File: config.mk
export PLATFORM = sky130hd
export DESIGN_NAME = ni_injector
export DESIGN_NICKNAME = d
export VERILOG_FILES = /design/src/rtl/ni_injector.sv
export SDC_FILE = /design/constraint.sdc
export NUM_CORES = 1
export LEC_CHECK = 0
export CAP_MARGIN = 20
export CORE_MARGIN = 2
export CORE_UTILIZATION = 47
export DETAILED_ROUTE_END_ITERATION = 10
export GPL_ROUTABILITY_DRIVEN = 0
export PLACE_DENSITY = 0.67
export SLEW_MARGIN = 15
export SYNTH_ARGS = -nofsm -noshare
export SYNTH_HDL_FRONTEND = slang
export SYNTH_SLANG_ARGS = --single-unit
File: constraint.sdc
create_clock -name i_clk -period 3.4 [get_ports i_clk]
set_clock_uncertainty 0.15 [all_clocks]
set_input_delay 0.68 -clock i_clk [delete_from_list [all_inputs] [get_ports i_clk]]
set_output_delay 0.68 -clock i_clk [all_outputs]
set_load 0.02 [all_outputs]
File: src/rtl/ni_injector.sv
// Network-interface packet injector: serialises a descriptor (target, size) plus FIFO'd payload into router flits.
// Latency: first flit (header) on o_data one cycle after descriptor acceptance, then one flit per credited cycle.
// Backpressure: flits advance only when i_credit=1; payload input stalls via o_pld_ready when the FIFO is full.
// Optional feature: define NI_PKT_COUNT_EN to add the saturating o_pkt_count completed-packet counter.

`ifndef TAM_FLIT
`define TAM_FLIT 16
`endif

module ni_injector #(
  parameter int TAM_FLIT   = `TAM_FLIT,
  parameter int FIFO_DEPTH = 8
) (
  input  logic                i_clk,
  input  logic                i_rst,
  input  logic                i_req_valid,
  output logic                o_req_ready,
  input  logic [TAM_FLIT-1:0] i_req_target,
  input  logic [TAM_FLIT-1:0] i_req_size,
  input  logic                i_pld_valid,
  output logic                o_pld_ready,
  input  logic [TAM_FLIT-1:0] i_pld_data,
  output logic                o_tx,
  output logic [TAM_FLIT-1:0] o_data,
  input  logic                i_credit,
  output logic                o_clk_tx,
  output logic                o_busy,
`ifdef NI_PKT_COUNT_EN
  output logic [15:0]         o_pkt_count,
`endif
  output logic                o_pkt_done
);

  localparam int AW = $clog2(FIFO_DEPTH);
  localparam logic [AW:0]         FULL_CNT = (AW+1)'(FIFO_DEPTH);
  localparam logic [AW:0]         CNT_ONE  = {{AW{1'b0}}, 1'b1};
  localparam logic [TAM_FLIT-1:0] FLIT_ONE = {{(TAM_FLIT-1){1'b0}}, 1'b1};

  typedef enum logic [1:0] {IDLE, HEADER, SIZE, PAYLOAD} state_t;

  state_t              state;
  logic [TAM_FLIT-1:0] target_q;
  logic [TAM_FLIT-1:0] size_q;
  logic [TAM_FLIT-1:0] remaining;

  logic [TAM_FLIT-1:0] mem [FIFO_DEPTH];
  logic [AW-1:0]       wr_ptr;
  logic [AW-1:0]       rd_ptr;
  logic [AW:0]         count;

  logic full;
  logic empty;
  logic push;
  logic pop;
  logic xfer;

  assign o_clk_tx = i_clk;

  assign full  = (count == FULL_CNT);
  assign empty = (count == '0);
  // A word is taken only when ready is shown, so a push offered while full
  // waits a cycle even if a pop frees a slot in that same cycle.
  assign push  = i_pld_valid && !full;
  assign xfer  = o_tx && i_credit;
  assign pop   = xfer && (state == PAYLOAD);

  assign o_pld_ready = !full;
  assign o_req_ready = (state == IDLE);
  assign o_busy      = (state != IDLE);

  // Flit lane driven from the state register and FIFO head; nothing changes without a transfer.
  always_comb begin
    o_tx       = 1'b0;
    o_data     = '0;
    o_pkt_done = 1'b0;
    case (state)
      HEADER: begin
        o_tx   = 1'b1;
        o_data = target_q;
      end
      SIZE: begin
        o_tx       = 1'b1;
        o_data     = size_q;
        o_pkt_done = i_credit && (size_q == '0);
      end
      PAYLOAD: begin
        o_tx       = !empty;
        o_data     = mem[rd_ptr];
        o_pkt_done = xfer && (remaining == FLIT_ONE);
      end
      default: begin
        o_tx   = 1'b0;
        o_data = '0;
      end
    endcase
  end

  // Packet sequencer: IDLE -> HEADER -> SIZE -> (PAYLOAD) -> IDLE, each step on a credited transfer.
  always_ff @(posedge i_clk) begin
    if (i_rst) begin
      state     <= IDLE;
      target_q  <= '0;
      size_q    <= '0;
      remaining <= '0;
    end else begin
      case (state)
        IDLE: begin
          if (i_req_valid) begin
            target_q <= i_req_target;
            size_q   <= i_req_size;
            state    <= HEADER;
          end
        end
        HEADER: begin
          if (xfer) state <= SIZE;
        end
        SIZE: begin
          if (xfer) begin
            if (size_q != '0) begin
              remaining <= size_q;
              state     <= PAYLOAD;
            end else begin
              state <= IDLE;
            end
          end
        end
        PAYLOAD: begin
          if (pop) begin
            remaining <= remaining - FLIT_ONE;
            if (remaining == FLIT_ONE) state <= IDLE;
          end
        end
        default: state <= IDLE;
      endcase
    end
  end

  // Payload FIFO pointers and occupancy; pointers wrap naturally at the power-of-two depth.
  always_ff @(posedge i_clk) begin
    if (i_rst) begin
      wr_ptr <= '0;
      rd_ptr <= '0;
      count  <= '0;
    end else begin
      if (push) wr_ptr <= wr_ptr + 1'b1;
      if (pop)  rd_ptr <= rd_ptr + 1'b1;
      case ({push, pop})
        2'b10:   count <= count + CNT_ONE;
        2'b01:   count <= count - CNT_ONE;
        default: count <= count;
      endcase
    end
  end

  // Payload storage; contents need no reset because occupancy gates every read.
  always_ff @(posedge i_clk) begin
    if (push) mem[wr_ptr] <= i_pld_data;
  end

`ifdef NI_PKT_COUNT_EN
  logic [15:0] pkt_count_q;

  // Completed-packet counter, sticks at all-ones instead of wrapping.
  always_ff @(posedge i_clk) begin
    if (i_rst) begin
      pkt_count_q <= '0;
    end else if (o_pkt_done && (pkt_count_q != 16'hFFFF)) begin
      pkt_count_q <= pkt_count_q + 16'd1;
    end
  end

  assign o_pkt_count = pkt_count_q;
`endif

endmodule

==> results of run 1 <==
stage by stage:
step	std cells	util [%]	setup slack, ns
global placement	895	54.9	0.00104
CTS	934	59.1	0.00147
detailed placement	895	54.9	-0.0126
floorplan	617	-	0.174
global route	933	58.9	-0.0448
finish	933	58.9	0.0465
flip-flops by register name, indices dropped and copies added (netlist names), named ones only:
register and count:
count 4, mem 128, rd_ptr 3, remaining 16, size_q 16, state 2
target_q 16, wr_ptr 3
worst max path at each step:
stage / startpoint / to / cells past startpoint / slack (ns)
final: flip-flop / o_data[8] / 6 / 0.05
after global routing: flip-flop / o_data[7] / 6 / -0.04
after CTS: flip-flop / o_data[7] / 6 / 0.001
after detailed placement: i_credit / o_pkt_done / 6 / -0.01
after global placement: i_credit / o_pkt_done / 6 / 0.001
after floorplan: count[1] / mem[0][0] / 5 / 0.17
critical path, stage by stage (launching register included):
cell,delay (ns)
sky130_fd_sc_hd__dfxtp_4,0.42
sky130_fd_sc_hd__buf_12,0.15
sky130_fd_sc_hd__mux4_2,0.50
sky130_fd_sc_hd__mux2_2,0.29
sky130_fd_sc_hd__a222oi_1,0.36
sky130_fd_sc_hd__nor2_1,0.09
sky130_fd_sc_hd__buf_2,0.17
cells by family after synthesis:
logic type	synth area share, %
and+or+nand+nor	10.7
DFF	63.0
AOI/OAI and AO/OA	9.41
muxes	11.6
buffers and inverters	2.53
adders and majority gates	1.70
xor gates and xnor gates	0.973
layer usage:
layer | global-route usage, % | vias to the layer above | wire length, um
met5 | 0 | - | 0
met4 | 7.58 | 0 | 274
met3 | 5.42 | 30 | 1300
met2 | 36.4 | 221 | 9770
met1 | 29.3 | 2793 | 8040
li1 | - | 2518 | -
power groups by stage:
stage | clock network (mW) | logic, mW | registers (mW)
finish | 2.20 | 0.971 | 2.69
global route | 2.34 | 1.06 | 2.70
CTS | 2.24 | 0.967 | 2.69
detailed placement | 0.0395 | 0.975 | 2.74
global placement | 0.0395 | 0.955 | 2.73
floorplan | 0.0344 | 0.620 | 2.70
layout by cell type (no fill, tap or decap), drive strengths merged, types with 10 or more instances in the layout:
master	netlist	final
nor2	45	45
nor3	14	14
nor4	10	10
a21oi	56	56
mux4	32	32
nand2	88	88
inv	11	18
clkdlybuf4s50	0	56
a222oi	16	16
ha	11	11
clkbuf	27	21
buf	11	42
mux2	16	16
edfxtp	128	128
dfxtp	63	63
area by class of cell:
cell class	instances	area share (%)
sequential	191	51.9
multi-input combinational	376	28.8
timing repair buffer	98	9.15
clock buffer	21	5.19
tap	220	2.80
clock inverter	15	1.70
inverter	12	0.458
timing repair:
item / 4_1_cts / 5_1_grt
gates resized for setup: 70 / 9
hold endpoints to repair: 0 / 0
hold buffers: 0 / 0
setup buffers: 2 / 0
endpoints found under the setup margin: 17 / 15
pin swaps: 9 / 9
gates cloned: 2 / 0
==> results summary, run 1 <==
The switching power is 1.69 mW. The power share of the combinational group came out at 16.6%. The detailed-route wire length is 19,400 um.

The number of nets still failing antenna checks after routing came out at 0. The leakage power total came out at 3.37 nW. The share of total power dissipated in sequential elements is 45.9%.

After routing the design area is 9840 um2. Entering global routing, the biggest net connects 46 pins. The normalized max-slew margin is 46.4%.

The tightest hold path in the finished design has a slack of 0.310 ns. The max capacitance violation total is 0. The overall die width is 135 um. The combined area of the multi-input logic cells is 2830 um2.

The synthesis-to-layout area growth is 21.5%. STA classifies the critical path startpoint as a flip-flop. The synthesized net count came out at 681. The number of distinct library cell variants in the gate-level netlist after synthesis came out at 57.

Global routing consumed, over all layers together, 22.2% of the routing resources. The quantity of I/O buffers inserted on ports is 74. The share of post-route cells with drive strength above 1 came out at 19.6%. The biggest area contributor in the post-synthesis netlist is sky130_fd_sc_hd__edfxtp_1. The worst hold path belongs to the class flip-flop to flip-flop. The minimum period implied by the final worst setup slack is 3.35 ns. Setup repair after global routing could not meet its margin everywhere. The cell-internal power came out at 4.17 mW. After the first detailed-routing iteration, the DRC count stood at 561. Sorting the synthesized cells by area gives the leading types as sky130_fd_sc_hd__edfxtp_1, sky130_fd_sc_hd__dfxtp_1, sky130_fd_sc_hd__mux4_2. The portion of synthesized cell area occupied by the leading cell type came out at 47.5%. The endpoint identified for the worst register-to-register timing path is count[2]. The post-synthesis sequential area ratio came out at 63.0%.

The die covers 18,300 um2. The initial standard-cell utilization of the core is 48.5%. In the synthesized netlist the dominant register cell turns out to be sky130_fd_sc_hd__edfxtp_1. The switching power as a share of total power is 28.8%.

Counting cells, the worst reg-to-reg path comes to 13. The first detailed-routing pass took 7 iterations. In this run the most critical hold path is launched from target_q[11]. The worst setup path is of the flip-flop to primary output kind. The part of the cycle the worst path needs came out at 98.6%.

TritonCTS built the clock tree. The sequential cell area in the final layout came out at 5110 um2. The final number of max-transition violations came to 0.

The I/O pin count is 75. The maximum resistive drop on vdd came out at 0.341 mV. The worst hold path terminates at target_q[11]. The worst endpoint required time is 2.57 ns. The register-to-register setup slack came out at 0.57 ns. The count of unresolved DRC violations after routing came out at 0. The routed via count came out at 5,562. In this run the cell area of the synthesized design comes to 8100 um2. The sort of element at the end of the critical path is a primary output. The startpoint identified for the worst register-to-register timing path is state[0]. The synthesized instance count came out at 617. The number of antenna violations at the first check in global routing came out at 0. The floorplan step set the die height to 135 um. Yosys printed 0 warnings. The placed wire-length estimate after detailed placement is 12,000 um. The largest fanout of any net on the critical path is 6.

By count the netlist is led by sky130_fd_sc_hd__edfxtp_1, sky130_fd_sc_hd__nand2_1, sky130_fd_sc_hd__dfxtp_1. The final setup violation count is 0. The number of global-route vias before repair came to 5,538. The run finished with clean final reports. The count of flip-flops with a built-in enable after synthesis came out at 128.

The total global routing overflow is 0. Counting flops with an async set or reset pin after synthesis yields a share of 0%. The clock group share of total power is 37.6%. The first global-routing pass estimated 30,200 um of wire.

Derived from the worst setup path, the maximum achievable clock frequency is 298 MHz. At the later pin of the worst-skew pair, clock insertion delay measures 0.54 ns. The total inserted antenna cells is 0.

The sum of negative setup slack is 0 ns. The core area is 16,700 um2. The number of cell rows came out at 47.

The cell area reported after detailed placement came out at 9170 um2. The total power consumption of the routed design came out at 5.86 mW. The filler cell count is 1,295. The cell area power density is 596 nW/um2.

By instance count, the leading cell after synthesis is sky130_fd_sc_hd__edfxtp_1. The worst hold path passes through 2 cells. Dividing the synthesized area by the synthesized cell count gives 13.1 um2. The post-detailed-route via-to-cell ratio is 5.96.

STA puts the critical path data arrival time at 2.52 ns. The hold violation count in the final report came out at 0. The transition time of the tightest slew-check pin is 0.804 ns. The number of synthesized register bits came out at 191. The average detailed-routed wire length per instance is 20.8 um.

At the end of the flow, the number of nets in the layout was 764. The clock-pin slew of the registers on the worst-case setup and hold paths came out at 0.07 ns.
Note: power is estimated with default switching activity, not from simulation.
==> inputs of run 2 (changes only) <==
--- a/config.mk
+++ b/config.mk
@@ -6,11 +6,13 @@
 export NUM_CORES = 1
 export LEC_CHECK = 0
 export CAP_MARGIN = 20
+export CORE_ASPECT_RATIO = 0.8
 export CORE_MARGIN = 2
 export CORE_UTILIZATION = 47
 export DETAILED_ROUTE_END_ITERATION = 10
 export GPL_ROUTABILITY_DRIVEN = 0
 export PLACE_DENSITY = 0.67
+export SKIP_LAST_GASP = 1
 export SLEW_MARGIN = 15
 export SYNTH_ARGS = -nofsm -noshare
 export SYNTH_HDL_FRONTEND = slang
==> run 2 against run 1 <==
  * Worst setup slack lost 0.026 ns
  * Sequential power is essentially flat
  * Total power shrank 1.5%
  * Clock power shrank 5%
  * Sequential share of layout area shrank 0.28 points
  * Via count shrank 1.5%
  * Critical path depth grew 1
  * Final area grew 0.53%
  * Critical endpoint unchanged
==> results summary, run 2 (same netlist as run 1, synthesis figures left out) <==
Entering global routing, the biggest net connects 34 pins. The max capacitance violation total came out at 0. The initial standard-cell utilization of the core is 48.5%.

The switching power as a share of total power came out at 27.0%. The hold violation count in the final report came out at 0. The power share of the sequential group is 46.5%. The wire length of the first global-routing pass came out at 28,900 um. The critical path endpoint is o_data[8]. The post-cts hold buffer count is 0. The count of unresolved DRC violations after routing came out at 0. The synthesis-to-layout area growth came out at 22.2%. The total instance count after detailed placement came out at 899. Data on the critical path is required at its endpoint by 2.57 ns. Across all hold checks on the routed design, the worst slack comes to 0.312 ns. The slowest stage of the critical path is the sky130_fd_sc_hd__mux4_2 cell. Setup repair after global routing could not meet its margin everywhere. The die area is 18,300 um2. TritonCTS built the clock tree. The library cell used most frequently in the layout, excluding fill and tap cells, is sky130_fd_sc_hd__edfxtp_1. The normalized max-slew margin is 51.4%.

The die is 121 um tall. The clock insertion delay at the later pin of the skew report is 0.54 ns. The data arrival time at the worst-slack endpoint came out at 2.55 ns. The share of post-route cells with drive strength above 1 came out at 19.8%. The detailed router finished its first iteration with 550 violations. The finished layout holds 938 standard cells, fillers aside. The endpoint of the most critical register-to-register path is count[3]. The core area is 16,700 um2.

Setup violations remaining at the end of the flow were counted as 0. In this run the worst path has a maximum fanout of 7. The number of antenna violations at the first check in global routing is 0.

The part of the cycle the worst path needs is 99.4%. Clock-pin slew was measured on the worst setup and hold paths at 0.06 ns. In this run the critical register-to-register path is launched from state[0]. The I/O pin count is 75.

In this run, the clock network consumes 36.3% of the power. The detailed-route wire length is 19,000 um. The power share of the combinational group is 17.2%. The cell that appears most often on the critical path is sky130_fd_sc_hd__buf_12.

The register-to-register setup slack came out at 0.47 ns. The worst reg-to-reg path cell count came out at 12. The run finished with clean final reports. At the end of the flow, the number of nets in the layout was 771. The cell area reported after detailed placement came out at 9210 um2. The number of global-route vias before repair is 5,320. The cell area power density is 583 nW/um2. On the critical path the largest part of the delay comes from multiplexers. The final number of max-transition violations is 0. For this run, the total global-route usage over all layers was measured as 21.5%.

For this run, the slowest stage of the critical path takes 0.50 ns. The min-delay analysis places its worst path in the category flip-flop to flip-flop. The total inserted antenna cells is 0. The minimum period implied by the final worst setup slack is 3.38 ns. The total number of cells along the worst setup path is 7. In the layout the commonest cells are sky130_fd_sc_hd__edfxtp_1, sky130_fd_sc_hd__nand2_1, sky130_fd_sc_hd__dfxtp_1. The critical path is of the flip-flop to primary output type. Counting flops per register, the top entry is mem. The wire-length estimate of the detail-placed layout is 12,400 um. The cell-internal power is 4.22 mW. The transition time of the tightest slew-check pin is 0.729 ns. In this run the remaining antenna-violating nets after routing total 0. The worst setup path is launched from a flip-flop.

The register with the most flip-flops in the layout has 128 of them. The maximum resistive drop on vdd is 0.381 mV. In this run the core area contains 42 standard-cell rows. The overall die width came out at 151 um. In the final routed layout, each cell accounts on average for 20.3 um. The switching power is 1.56 mW.

The detailed-router iteration count before antenna repair came out at 6. The quantity of I/O buffers inserted on ports is 74. Traced cell by cell, the critical path runs through buf_12, buf_12, mux4_2, mux2_2, a222oi_1, nor2_1, buf_2. STA classifies the critical path endpoint as a primary output.

The count of buffering cells on the critical path with inverters included came out at 3. The summed area of non-filler cells in the final layout is 9890 um2. The total overflow left after global routing is 0. The leakage power total is 3.38 nW. Static timing analysis puts the maximum clock frequency at 296 MHz.

The post-detailed-route via-to-cell ratio came out at 5.84. The routed via count is 5,478.
## run 2: how the worst min path moves through the flow
stage | start | cells past startpoint | to | slack (ns)
floorplan | target_q[0] | 2 | target_q[0] | 0.29
global placement | target_q[9] | 2 | target_q[9] | 0.29
detailed placement | target_q[4] | 2 | target_q[4] | 0.30
CTS | target_q[4] | 2 | target_q[4] | 0.31
global route | target_q[1] | 2 | target_q[1] | 0.32
finish | target_q[4] | 2 | target_q[4] | 0.31
## run 2: final cells by class
type | count | area, um2
inverter | 12 | 45.0
tap | 220 | 275
sequential | 191 | 5110
multi-input combinational | 376 | 2830
fill | 1343 | 6820
timing repair buffer | 105 | 995
clock buffer | 24 | 522
clock inverter | 10 | 116
## run 2: what timing repair did
action	CTS	global route
pin swaps	1	8
hold endpoints to repair	0	0
endpoints found under the setup margin	17	16
resized for setup	21	45
setup buffers	0	6
## run 2: worst register-to-register path, cell delays in order (launching register included)
cell                       delay, ns
sky130_fd_sc_hd__dfxtp_1        0.40
sky130_fd_sc_hd__ha_1           0.28
sky130_fd_sc_hd__o41a_1         0.24
sky130_fd_sc_hd__o21a_1         0.17
sky130_fd_sc_hd__nand2_1        0.08
sky130_fd_sc_hd__buf_4          0.16
sky130_fd_sc_hd__inv_1          0.08
sky130_fd_sc_hd__ha_1           0.26
sky130_fd_sc_hd__nor4bb_1       0.31
sky130_fd_sc_hd__a21oi_1        0.07
sky130_fd_sc_hd__o21a_1         0.18
sky130_fd_sc_hd__or3_1          0.30
sky130_fd_sc_hd__a21oi_1        0.18
## run 2: power groups by stage
stage	Sequential [mW]	Combinational, mW	Clock, mW
global placement	2.73	0.966	0.0395
CTS	2.68	0.981	2.13
global route	2.70	1.08	2.23
floorplan	2.70	0.620	0.0344
finish	2.69	0.991	2.09
detailed placement	2.73	0.987	0.0395
## run 2: metrics by stage
| step | power [mW] | setup slack (ns) | TNS [ns] | utilization, % |
|---|---|---|---|---|
| floorplan | 3.35 | 0.174 | 0 | - |
| global placement | 3.73 | -0.0239 | -0.0239 | 55.1 |
| detailed placement | 3.76 | -0.0799 | -0.0799 | 55.1 |
| CTS | 5.79 | -0.0812 | -0.412 | 58.8 |
| global route | 6.00 | -0.0940 | -0.545 | 59.2 |
| finish | 5.77 | 0.0207 | 0 | 59.2 |
## run 2: per-layer routing
metal | track usage (%) | routed length (um) | vias up
met5 | 0 | 0 | -
met4 | 5.67 | 212 | 0
met3 | 5.71 | 1460 | 16
met2 | 34.1 | 9070 | 219
met1 | 29.5 | 8300 | 2724
li1 | - | - | 2519
==> inputs of run 3 (changes only) <==
--- a/config.mk
+++ b/config.mk
@@ -8,10 +8,9 @@
 export CAP_MARGIN = 20
 export CORE_ASPECT_RATIO = 0.8
 export CORE_MARGIN = 2
-export CORE_UTILIZATION = 47
+export CORE_UTILIZATION = 35
 export DETAILED_ROUTE_END_ITERATION = 10
 export GPL_ROUTABILITY_DRIVEN = 0
-export PLACE_DENSITY = 0.67
 export SKIP_LAST_GASP = 1
 export SLEW_MARGIN = 15
 export SYNTH_ARGS = -nofsm -noshare
==> run 3 against run 2 <==
  * The flow now finishes with violations (negative setup slack)
  * Final area increased by 1.8%
  * Via count increased by 0.80%
  * Worst setup slack got worse by 0.076 ns
  * Critical path depth increased by 1
  * First-iteration DRC count increased by 6.9%
  * Sequential power about the same
  * Total power increased by 1.1%
  * Clock power increased by 4%
  * Global-route usage decreased by 5.0 points
  * Non-clock buffer count increased by 6
  * Die area increased by 33%
  * Critical path type unchanged
  * Critical endpoint is now o_data[2]
  * Highest routed layer unchanged
==> results summary, run 3 (same netlist as run 1, synthesis figures left out) <==
The clock insertion delay at the later pin of the skew report is 0.54 ns. The register-to-register setup slack came out at 0.37 ns. The final reports fail on negative setup slack.

The leakage power total is 3.44 nW. The start-to-end type of the worst setup path is flip-flop to primary output. STA classifies the critical path startpoint as a flip-flop. The total area inside the core boundary comes to 22,600 um2. The cell area power density came out at 580 nW/um2.

The library cell used most frequently in the layout, excluding fill and tap cells, is sky130_fd_sc_hd__edfxtp_1. The placed wire-length estimate after detailed placement came out at 12,700 um. For the pin with the worst max-slew slack, the measured transition is 0.777 ns. The initial DRC count is 588. The final layout contains routed wiring with a total length of 19,800 um. The maximum clock frequency is 289 MHz. Setup repair after global routing could not meet its margin everywhere. STA puts the critical path data required time at 2.57 ns. The I/O pin count came out at 75.

The die boundary height is 140 um. Walking the worst path, the cells encountered are buf_12, buf_12, buf_4, mux4_2, mux2_2, a222oi_1, nor2_1, buf_2. The number of global-route vias before repair came to 5,498. The die area is 24,400 um2. The count of buffering cells on the critical path with inverters included came out at 4. The detailed-router iteration count before antenna repair came out at 6. In this run the tightest slew margin relative to its limit is 48.2%. The flow ran to the end, but the final reports show violations. The overall fraction of global-route tracks in use came out at 16.5%. The register with the most flip-flops in the layout has 128 of them.

The share of the core filled with cells in the final layout came out at 44.5%. The initial standard-cell utilization of the core came out at 35.8%. The overall die width came out at 174 um.

The critical path's top delay family is multiplexers. The number of nets still failing antenna checks after routing is 0. The peak per-stage delay on the critical path is 0.49 ns. The part of the cycle the worst path needs came out at 102%.

The data arrival time at the worst-slack endpoint is 2.63 ns. The average detailed-routed wire length per instance is 19.2 um. The most prevalent standard cell on the critical path is sky130_fd_sc_hd__buf_12.

The number of antenna violations at the first check in global routing came out at 0. In this run the worst hold path is classified as flip-flop to flip-flop. The max capacitance violation total is 0. The total number of nets in the final design is 777.

The sum of negative setup slack came out at -0.109 ns. The count of unresolved DRC violations after routing is 0. In the routed layout, each cell is associated on average with a via count of 5.35. The pin count of the biggest net entering global routing came out at 59.

The hold violation count in the final report is 0. TritonCTS built the clock tree. In the final layout, the share of cells above drive strength 1 is 20.7%.

The synthesis-to-layout area growth is 24.3%. The first global-routing pass estimated 30,500 um of wire. The clock-pin slew of the registers on the worst-case setup and hold paths is 0.06 ns. The finished cells cover 10,100 um2. Setup violations remaining at the end of the flow were counted as 4. After global routing the overflow that remains totals 0.

The total inserted antenna cells is 0. The register containing the most flip-flops in the final layout is mem. After layout, the design draws a total of 5.84 mW.

Across the VDD grid, the largest voltage drop is 0.319 mV. The minimum period implied by the final worst setup slack is 3.46 ns. The number of cell rows came out at 49. The slowest stage of the critical path belongs to the cell sky130_fd_sc_hd__mux4_2. The worst setup path is captured at a primary output. The quantity of I/O buffers inserted on ports is 74. The routed layout has 5,522 vias. Along the worst path, the maximum fanout reaches 8. The cell area reported after detailed placement is 9300 um2. The final number of max-transition violations came out at 0. In the layout the commonest cells are sky130_fd_sc_hd__edfxtp_1, sky130_fd_sc_hd__nand2_1, sky130_fd_sc_hd__dfxtp_1. The final critical-path setup slack came out at -0.0557 ns.

The worst hold margin is 0.309 ns.
[run 3: final timing paths]
path                start            to  depth (start not counted)
min          target_q[13]  target_q[13]                          2
min reg2reg  target_q[13]  target_q[13]                          2
max             flip-flop     o_data[2]                          8
max reg2reg      state[0]      count[3]                         12
[run 3: per-stage QoR]
step / std cells / setup WS (ns)
finish: 1032 / -0.0557
global route: 1032 / -0.148
CTS: 1029 / -0.210
detailed placement: 982 / -0.177
global placement: 982 / -0.112
floorplan: 617 / 0.174
[run 3: worst min-delay path, stage by stage (launching register included)]
cell and delay, ns:
sky130_fd_sc_hd__dfxtp_1 0.31, sky130_fd_sc_hd__nand2_1 0.05, sky130_fd_sc_hd__a21oi_1 0.05
[run 3: final cells by class]
type	count	area [um2]
Clock buffer	27	563
Sequential cell	191	5110
Multi-Input combinational cell	376	2840
Fill cell	2026	12600
Inverter	12	45.0
Tap cell	306	383
Timing Repair Buffer	111	1020
Clock inverter	9	108
[run 3: timing repair]
action	CTS	global route
hold buffers	0	0
setup endpoints to repair	17	17
resized for setup	38	36
pin swaps	2	12
setup buffers	12	3
[run 3: metal layers]
layer  share of wire [%]  GRT usage (%)  vias to the layer above
met5                   0              0                        -
met4                 1.8           6.02                        0
met3                 6.5           3.99                       28
met2                  48           26.4                      203
met1                  43           21.9                     2751
li1                    -              -                     2540
[run 3: report_power, final]
group          internal, mW  switching (mW)  total [mW]
logic                 0.372           0.601       0.973
registers              2.59          0.0935        2.69
clock network          1.31           0.866        2.18
